File: src/rtl/dmi_pkg.sv
// rtl/dmi_pkg.sv - shared types and helpers for the DMI bridge
package dmi_pkg;

  localparam int DMI_ADDR_W = 32;
  localparam int DMI_DATA_W = 32;

  typedef enum logic [1:0] {
    DMI_OK     = 2'd0,
    DMI_RSVD   = 2'd1,
    DMI_FAILED = 2'd2,
    DMI_BUSY   = 2'd3
  } dmi_op_e;

  typedef enum logic [1:0] {
    IDLE = 2'd0,
    REQ  = 2'd1,
    RSP  = 2'd2
  } dmi_state_e;

  typedef struct packed {
    logic                  we;
    logic [DMI_ADDR_W-1:0] addr;
    logic [DMI_DATA_W-1:0] wdata;
  } dmi_req_t;

  function automatic dmi_op_e rsp_op(input logic err);
    return err ? DMI_FAILED : DMI_OK;
  endfunction

endpackage

File: src/rtl/dmi_bridge_if.sv
// rtl/dmi_bridge_if.sv - valid/ready request/response bus between bridge and debug module
interface dmi_bridge_if #(
  parameter int ABITS = 7
) ();

  logic             req_valid;
  logic             req_ready;
  logic             req_we;
  logic [ABITS-1:0] req_addr;
  logic [31:0]      req_wdata;
  logic             rsp_valid;
  logic             rsp_ready;
  logic             rsp_err;
  logic [31:0]      rsp_rdata;

  modport master (
    output req_valid, req_we, req_addr, req_wdata, rsp_ready,
    input  req_ready, rsp_valid, rsp_err, rsp_rdata
  );

  modport slave (
    input  req_valid, req_we, req_addr, req_wdata, rsp_ready,
    output req_ready, rsp_valid, rsp_err, rsp_rdata
  );

endinterface

File: src/rtl/dmi_timeout_cnt.sv
// rtl/dmi_timeout_cnt.sv - clear/enable counter flagging when an op has waited too long
module dmi_timeout_cnt #(
  parameter int TIMEOUT_CYCLES = 64
) (
  input  logic clk,
  input  logic rst_n,
  input  logic clear,
  input  logic enable,
  output logic expired
);

  localparam int CW = (TIMEOUT_CYCLES > 1) ? $clog2(TIMEOUT_CYCLES) : 1;
  localparam logic [CW-1:0] LAST = CW'(TIMEOUT_CYCLES - 1);

  logic [CW-1:0] count_q;

  // Saturates at LAST so an idle bridge never wraps back into a live count
  always_ff @(posedge clk or negedge rst_n) begin
    if (!rst_n) begin
      count_q <= '0;
    end else if (clear) begin
      count_q <= '0;
    end else if (enable && !expired) begin
      count_q <= count_q + CW'(1);
    end
  end

  assign expired = (count_q == LAST);

endmodule

File: src/rtl/dmi_bridge.sv
// rtl/dmi_bridge.sv - DTM-side DMI request bridge onto a single-outstanding debug-module bus
module dmi_bridge
  import dmi_pkg::*;
#(
  parameter int ABITS          = 7,
  parameter int TIMEOUT_CYCLES = 64
) (
  input  logic        jtag_tck_i,
  input  logic        jtag_trstn_i,
  input  logic        dmi_req_i,
  input  logic        dmi_we_i,
  input  logic [31:0] dmi_addr_i,
  input  logic [31:0] dmi_wdata_i,
  output logic        dmi_ack_o,
  output logic [1:0]  dmi_op_o,
  output logic [31:0] dmi_rdata_o,
  output logic        dmi_rdata_valid_o,
  input  logic        dtmcs_dmireset_i,
  input  logic        dtmcs_dmihardreset_i,
  output logic [1:0]  dmistat_o,
  output logic [5:0]  abits_o,
  dmi_bridge_if.master dm
);

  dmi_state_e state_q, state_d;
  dmi_req_t   req_q;
  dmi_op_e    op_q, sticky_q;
  logic       ack_q, rvalid_q;
  logic [31:0] rdata_q;
  logic       req_valid, rsp_ready;
  logic       expired;
  logic       accept, capture, busy_set, rsp_done, tmo, err_set;
  logic       unused_addr;

  // Hard reset swallows everything in its cycle, including a coincident request
  assign accept   = dmi_req_i && !dtmcs_dmihardreset_i;
  assign capture  = accept && (state_q == IDLE) && (sticky_q == DMI_OK);
  assign busy_set = accept && (state_q != IDLE);
  assign rsp_done = (state_q == RSP) && dm.rsp_valid && !dtmcs_dmihardreset_i;
  assign tmo      = (state_q != IDLE) && expired && !((state_q == RSP) && dm.rsp_valid)
                    && !dtmcs_dmihardreset_i;
  assign err_set  = (rsp_done && dm.rsp_err) || tmo;

  always_ff @(posedge jtag_tck_i or negedge jtag_trstn_i) begin
    if (!jtag_trstn_i) begin
      state_q <= IDLE;
    end else begin
      state_q <= state_d;
    end
  end

  always_comb begin
    state_d = state_q;
    if (dtmcs_dmihardreset_i) begin
      state_d = IDLE;
    end else begin
      case (state_q)
        IDLE:    if (capture) state_d = REQ;
        REQ:     if (expired) state_d = IDLE;
                 else if (dm.req_ready) state_d = RSP;
        RSP:     if (dm.rsp_valid || expired) state_d = IDLE;
        default: state_d = IDLE;
      endcase
    end
  end

  // Responses are always accepted outside REQ so stale ones drain in IDLE
  always_comb begin
    req_valid = 1'b0;
    rsp_ready = 1'b0;
    case (state_q)
      IDLE:    rsp_ready = 1'b1;
      REQ:     req_valid = 1'b1;
      RSP:     rsp_ready = 1'b1;
      default: rsp_ready = 1'b1;
    endcase
  end

  always_ff @(posedge jtag_tck_i or negedge jtag_trstn_i) begin
    if (!jtag_trstn_i) begin
      ack_q    <= 1'b0;
      rvalid_q <= 1'b0;
      op_q     <= DMI_OK;
      rdata_q  <= '0;
      req_q    <= '0;
      sticky_q <= DMI_OK;
    end else begin
      ack_q    <= accept;
      rvalid_q <= rsp_done || tmo;
      if (rsp_done) begin
        op_q <= rsp_op(dm.rsp_err);
        if (!req_q.we) rdata_q <= dm.rsp_rdata;
      end else if (tmo) begin
        op_q <= DMI_FAILED;
      end
      if (capture) begin
        req_q <= '{we:    dmi_we_i,
                   addr:  {{(DMI_ADDR_W-ABITS){1'b0}}, dmi_addr_i[ABITS-1:0]},
                   wdata: dmi_wdata_i};
      end
      // Sticky keeps its first cause; either reset clear beats a same-cycle set
      if (dtmcs_dmihardreset_i || dtmcs_dmireset_i) begin
        sticky_q <= DMI_OK;
      end else if (sticky_q == DMI_OK) begin
        if (busy_set)     sticky_q <= DMI_BUSY;
        else if (err_set) sticky_q <= DMI_FAILED;
      end
    end
  end

  dmi_timeout_cnt #(
    .TIMEOUT_CYCLES(TIMEOUT_CYCLES)
  ) u_timeout (
    .clk    (jtag_tck_i),
    .rst_n  (jtag_trstn_i),
    .clear  (capture || dtmcs_dmihardreset_i),
    .enable (state_q != IDLE),
    .expired(expired)
  );

  assign unused_addr = ^{dmi_addr_i[DMI_ADDR_W-1:ABITS], req_q.addr[DMI_ADDR_W-1:ABITS]};

  assign dm.req_valid      = req_valid;
  assign dm.rsp_ready      = rsp_ready;
  assign dm.req_we         = req_q.we;
  assign dm.req_addr       = req_q.addr[ABITS-1:0];
  assign dm.req_wdata      = req_q.wdata;
  assign dmi_ack_o         = ack_q;
  assign dmi_rdata_valid_o = rvalid_q;
  assign dmi_op_o          = op_q;
  assign dmi_rdata_o       = rdata_q;
  assign dmistat_o         = sticky_q;
  assign abits_o           = 6'(ABITS);

endmodule
File: src/flat_wrapper.sv
// flat-port wrapper written by rule: the top's interface ports become plain ports
module dmi_bridge_flat import dmi_pkg::*;
#(
  parameter int ABITS          = 7,
  parameter int TIMEOUT_CYCLES = 64
)
  (jtag_tck_i, jtag_trstn_i, dmi_req_i, dmi_we_i, dmi_addr_i, dmi_wdata_i, dmi_ack_o, dmi_op_o, dmi_rdata_o, dmi_rdata_valid_o, dtmcs_dmireset_i, dtmcs_dmihardreset_i, dmistat_o, abits_o, dm_req_valid, dm_req_we, dm_req_addr, dm_req_wdata, dm_rsp_ready, dm_req_ready, dm_rsp_valid, dm_rsp_err, dm_rsp_rdata);
  dmi_bridge_if #(.ABITS(ABITS)) dm_i ();
  input  logic jtag_tck_i;
  input  logic jtag_trstn_i;
  input  logic dmi_req_i;
  input  logic dmi_we_i;
  input  logic [31:0] dmi_addr_i;
  input  logic [31:0] dmi_wdata_i;
  output logic dmi_ack_o;
  output logic [1:0] dmi_op_o;
  output logic [31:0] dmi_rdata_o;
  output logic dmi_rdata_valid_o;
  input  logic dtmcs_dmireset_i;
  input  logic dtmcs_dmihardreset_i;
  output logic [1:0] dmistat_o;
  output logic [5:0] abits_o;
  output wire logic [$bits(dm_i.req_valid)-1:0] dm_req_valid;
  output wire logic [$bits(dm_i.req_we)-1:0] dm_req_we;
  output wire logic [$bits(dm_i.req_addr)-1:0] dm_req_addr;
  output wire logic [$bits(dm_i.req_wdata)-1:0] dm_req_wdata;
  output wire logic [$bits(dm_i.rsp_ready)-1:0] dm_rsp_ready;
  input wire logic [$bits(dm_i.req_ready)-1:0] dm_req_ready;
  input wire logic [$bits(dm_i.rsp_valid)-1:0] dm_rsp_valid;
  input wire logic [$bits(dm_i.rsp_err)-1:0] dm_rsp_err;
  input wire logic [$bits(dm_i.rsp_rdata)-1:0] dm_rsp_rdata;
  assign dm_req_valid = dm_i.req_valid;
  assign dm_req_we = dm_i.req_we;
  assign dm_req_addr = dm_i.req_addr;
  assign dm_req_wdata = dm_i.req_wdata;
  assign dm_rsp_ready = dm_i.rsp_ready;
  assign dm_i.req_ready = dm_req_ready;
  assign dm_i.rsp_valid = dm_rsp_valid;
  assign dm_i.rsp_err = dm_rsp_err;
  assign dm_i.rsp_rdata = dm_rsp_rdata;
  dmi_bridge #(.ABITS(ABITS), .TIMEOUT_CYCLES(TIMEOUT_CYCLES)) u_core (.jtag_tck_i(jtag_tck_i), .jtag_trstn_i(jtag_trstn_i), .dmi_req_i(dmi_req_i), .dmi_we_i(dmi_we_i), .dmi_addr_i(dmi_addr_i), .dmi_wdata_i(dmi_wdata_i), .dmi_ack_o(dmi_ack_o), .dmi_op_o(dmi_op_o), .dmi_rdata_o(dmi_rdata_o), .dmi_rdata_valid_o(dmi_rdata_valid_o), .dtmcs_dmireset_i(dtmcs_dmireset_i), .dtmcs_dmihardreset_i(dtmcs_dmihardreset_i), .dmistat_o(dmistat_o), .abits_o(abits_o), .dm(dm_i));
endmodule
File: config.mk
export PLATFORM = sky130hd
export DESIGN_NAME = dmi_bridge_flat
export DESIGN_NICKNAME = d
export VERILOG_FILES = /design/src/rtl/dmi_pkg.sv /design/src/rtl/dmi_bridge_if.sv /design/src/rtl/dmi_timeout_cnt.sv /design/src/rtl/dmi_bridge.sv /design/src/flat_wrapper.sv
export SDC_FILE = /design/constraint.sdc
export NUM_CORES = 1
export LEC_CHECK = 0
export CAP_MARGIN = 10
export CORE_MARGIN = 1
export CORE_UTILIZATION = 30
export CTS_BUF_LIST = sky130_fd_sc_hd__clkbuf_2
export DETAILED_ROUTE_END_ITERATION = 10
export SLEW_MARGIN = 20
export SYNTH_ARGS = -nofsm -noshare
export SYNTH_HDL_FRONTEND = slang
export SYNTH_SLANG_ARGS = --single-unit
File: constraint.sdc
create_clock -name jtag_tck_i -period 2.35 [get_ports jtag_tck_i]
set_clock_uncertainty 0.05 [all_clocks]
set_input_delay 0.47 -clock jtag_tck_i [delete_from_list [all_inputs] [get_ports jtag_tck_i]]
set_output_delay 0.47 -clock jtag_tck_i [all_outputs]
set_load 0.01 [all_outputs]
==> flow_metrics.py, run 1 <==
metrics = {
    "critical_path": {
        "crit_arrival_ps": 1660,
        "crit_required_ps": 1830,
        "max_stage_delay_ps": 590,
        "critPathCaptureType": "output port",
        "start_kind": "flip-flop",
        "path_delay_family": "buffers and inverters",
        "crit_start": "u_core.dm.req_we",
        "worst-path-buf-inv": 1,
        "worstPathMaxFanout": 3,
        "crit_slowest_cell": "clkdlybuf4s50_1",
        "crit_chain": "clkdlybuf4s50_1",
        "crit_type": "flip-flop to output port",
        "reg2reg_from": "u_core.state_q[0]",
    },
    "synth": {
        "synth-xor-area-share": 0,
        "yosys_warnings": 0,
        "synthSimpleGateAreaFrac": 0.06020,
        "syn-cell-area_um2": 3679,
        "synth_cell_types": 40,
        "synthFlopType": "dfrtp_1",
        "synth.avg_cell_area_um2": 15.52,
        "synth_compound_area_frac": 0.04694,
        "async_reset_ff_frac": 1.000,
        "muxShareOfSynthArea": 0.2510,
        "yosysSeqAreaShare": 0.5782,
        "synth_edf_count": 0,
        "synth_top_family_by_area": "multiplexers",
        "synthCells": 237,
        "ys_ff_latch": 85,
        "synthAdderAreaFrac": 0.003401,
    },
    "drt": {
        "via_count": 2520,
        "ant_nets": 0,
        "wirelength_um": 8450,
        "vias_per_cell": 4.500,
        "drt_pass1_iterations": 4,
        "wire_per_inst_um": 15.09,
        "drc": 0,
        "drt_iter0_drc": 67,
    },
    "clocking": {
        "cts.sinks": 85,
        "clk_path_buf_depth": 2,
        "cts_buffers": 9,
        "ctsHtreeMaxLevel": 3,
        "cts_tree": "done",
        "insertion_delay_ps": 560,
        "post-cts-setup-buffers": 0,
        "ctsRootBufferMaster": "clkbuf_2",
        "clk_pin_slew_ps": 210,
    },
    "grt": {
        "overflow": 0,
        "grt_max_degree": 53,
        "antenna_found_initial": 0,
        "grtUsageTotal": 0.1386,
        "first_global_vias": 2633,
        "grt_pass1_wl_um": 13330,
    },
    "timing": {
        "hold_viol_final": 0,
        "fin_crit_ps": 2180,
        "tns_ps": 0,
        "fmax_mhz": 458.6,
        "fin_crit_sh": 0.9278,
        "grt_setup_unrepaired": "false",
        "drv_slew": 0,
        "setup_violations": 0,
    },
    "power_and_ir_drop": {
        "ir_worst_vdd_v": 0.0004394,
        "p_per_area_nw_per_um2": 764.4,
        "p_leak_nw": 2.411,
    },
    "die": {
        "die_w_um": 112.7,
        "coreArea_um2": 11960,
        "chipHeight_um": 112.7,
        "io_pins": 191,
        "rows": 40,
        "initial_core_util": 0.3075,
        "die_area_um2": 12710,
    },
    "cells_and_area": {
        "num-nets-final": 514,
        "drive_gt1_frac": 0.2663,
        "area_growth_pct": 51.87,
        "fin_util": 0.4671,
        "final_cells": 560,
        "final_area_um2": 5587,
        "num_antenna_cells": 0,
    },
    "run": {
        "max_cap_viol_count": 0,
    },
    "place": {
        "portBuffers": 158,
        "dpl.cell_count": 543,
        "place_area_um2": 5440,
        "dp_hpwl_um": 6281,
        "gp_congestion": 0.7572,
    },
    "status": {
        "status": "finished, final reports clean",
    },
    "hold_path": {
        "hold_path.class": "input pin to async pin",
    },
}
==> final cells by class <==
class / count / area [µm²]
Fill cell: 1111 / 6375
Sequential cell: 85 / 2127
Timing Repair Buffer: 173 / 1758
Multi-Input combinational cell: 132 / 1356
Tap cell: 147 / 183.9
Clock inverter: 7 / 90.09
Clock buffer: 9 / 45.04
Inverter: 7 / 26.28
==> cells in the mapped netlist (2+ instances only) <==
| cell | instances | area [µm²] |
|---|---|---|
| a21oi_1 | 2 | 10.01 |
| a22oi_1 | 2 | 15.01 |
| a31oi_1 | 3 | 18.77 |
| and3_1 | 2 | 12.51 |
| buf_12 | 3 | 60.06 |
| buf_4 | 9 | 67.56 |
| buf_6 | 5 | 56.30 |
| conb_1 | 2 | 7.510 |
| dfrtp_1 | 85 | 2127 |
| inv_1 | 7 | 26.28 |
| mux2_2 | 42 | 473.0 |
| mux2_4 | 30 | 450.4 |
| nand2_1 | 3 | 11.26 |
| nand3_1 | 3 | 15.01 |
| nor2_1 | 3 | 11.26 |
| nor3_1 | 7 | 35.03 |
| o2111a_1 | 2 | 22.52 |
| o2111ai_1 | 2 | 17.52 |
| o211ai_1 | 3 | 22.52 |
| or2_2 | 2 | 12.51 |
==> cells by family after synthesis <==
family          count (synthesis)
fa+ha+maj                       1
mux                            72
other cells                     2
simple gates                   30
compound gates                 22
flops                          85
buf+inv                        25
==> cell usage in the layout (no fill, tap or decap), types with 2 or more instances in the layout <==
cell               n
nor2_1             3
mux2_4            30
nor3_1             7
a21oi_1            2
buf_12             5
clkinv_2           2
nand3_1            3
or2_2              2
bufinv_16          2
a31oi_1            3
clkbuf_2           9
buf_4             10
inv_1              7
conb_1             7
a22oi_1            2
o211ai_1           3
mux2_2            42
dfrtp_1           85
o2111a_1           2
clkdlybuf4s50_1  155
nand2_1            3
o2111ai_1          2
and3_1             2
==> report_power, final <==
part	leakage, nW	internal, W	switching [W]
clock	0.0793	0.000346	0.000523
combinational	1.26	0.000973	0.000492
sequential	1.08	0.00177	0.000165
==> metrics by stage <==
| step | total power (W) | worst slack [ps] | hold slack [ps] |
|---|---|---|---|
| 6_report | 0.004271 | 169.7 | 204.7 |
| 5_1_grt | 0.004502 | 73.21 | 153.5 |
| 4_1_cts | 0.004344 | 9.456 | 111.8 |
| 3_5_place_dp | 0.003450 | 139.7 | 267.4 |
| 3_3_place_gp | 0.003420 | 143.1 | 265.9 |
| 2_1_floorplan | 0.002556 | 696.5 | 124.4 |
==> path summary, 6_finish.rpt <==
path / slack, ps / depth (start not counted) / end
hold / removal: 200 / 2 / u_core.dmi_rdata_o[0]
setup reg to reg: 660 / 5 / u_core.dmi_rdata_o[3]
setup / recovery: 170 / 1 / dm_req_we
min in group jtag_tck_i: 410 / 2 / u_core.dmistat_o[0]
hold reg to reg: 480 / 1 / u_core.dm.req_addr[3]
max in group asynchronous: 1500 / 3 / u_core.u_timeout.count_q[2]
==> sequential cells by signal, indices dropped and copies added, names as in the netlist <==
signal                    flops
u_core.state_q                2
u_core.dm.req_wdata          32
u_core.u_timeout.count_q      6
u_core.dmi_op_o               1
u_core.dm.req_we              1
u_core.dm.req_addr            7
u_core.dmi_rdata_valid_o      1
u_core.dmistat_o              2
u_core.dmi_ack_o              1
u_core.dmi_rdata_o           32
==> per-layer routing <==
metal,vias to the layer above,track usage,wire [µm]
li1,1172,-,-
met1,1231,0.1696,3545
met2,103,0.2177,4049
met3,14,0.04767,657
met4,0,0.07022,197
met5,-,0,0
==> timing repair <==
item,4_1_cts,5_1_grt
gates resized for setup,1,1
hold buffers,1,0
hold endpoints to repair,85,0
endpoints found under the setup margin,1,1
Power figures use the tool's default switching activity.
==> run 2, diff against run 1 <==
GPL_ROUTABILITY_DRIVEN = 0   (was default)
==> results of run 2 <==
Final layout, timing and power as in run 1 (identical DEF).
==> run 3, diff against run 2 <==
ABC_CLOCK_PERIOD_IN_PS = 2350   (was default)
==> results of run 3 <==
Final layout, timing and power as in run 1 (identical DEF).
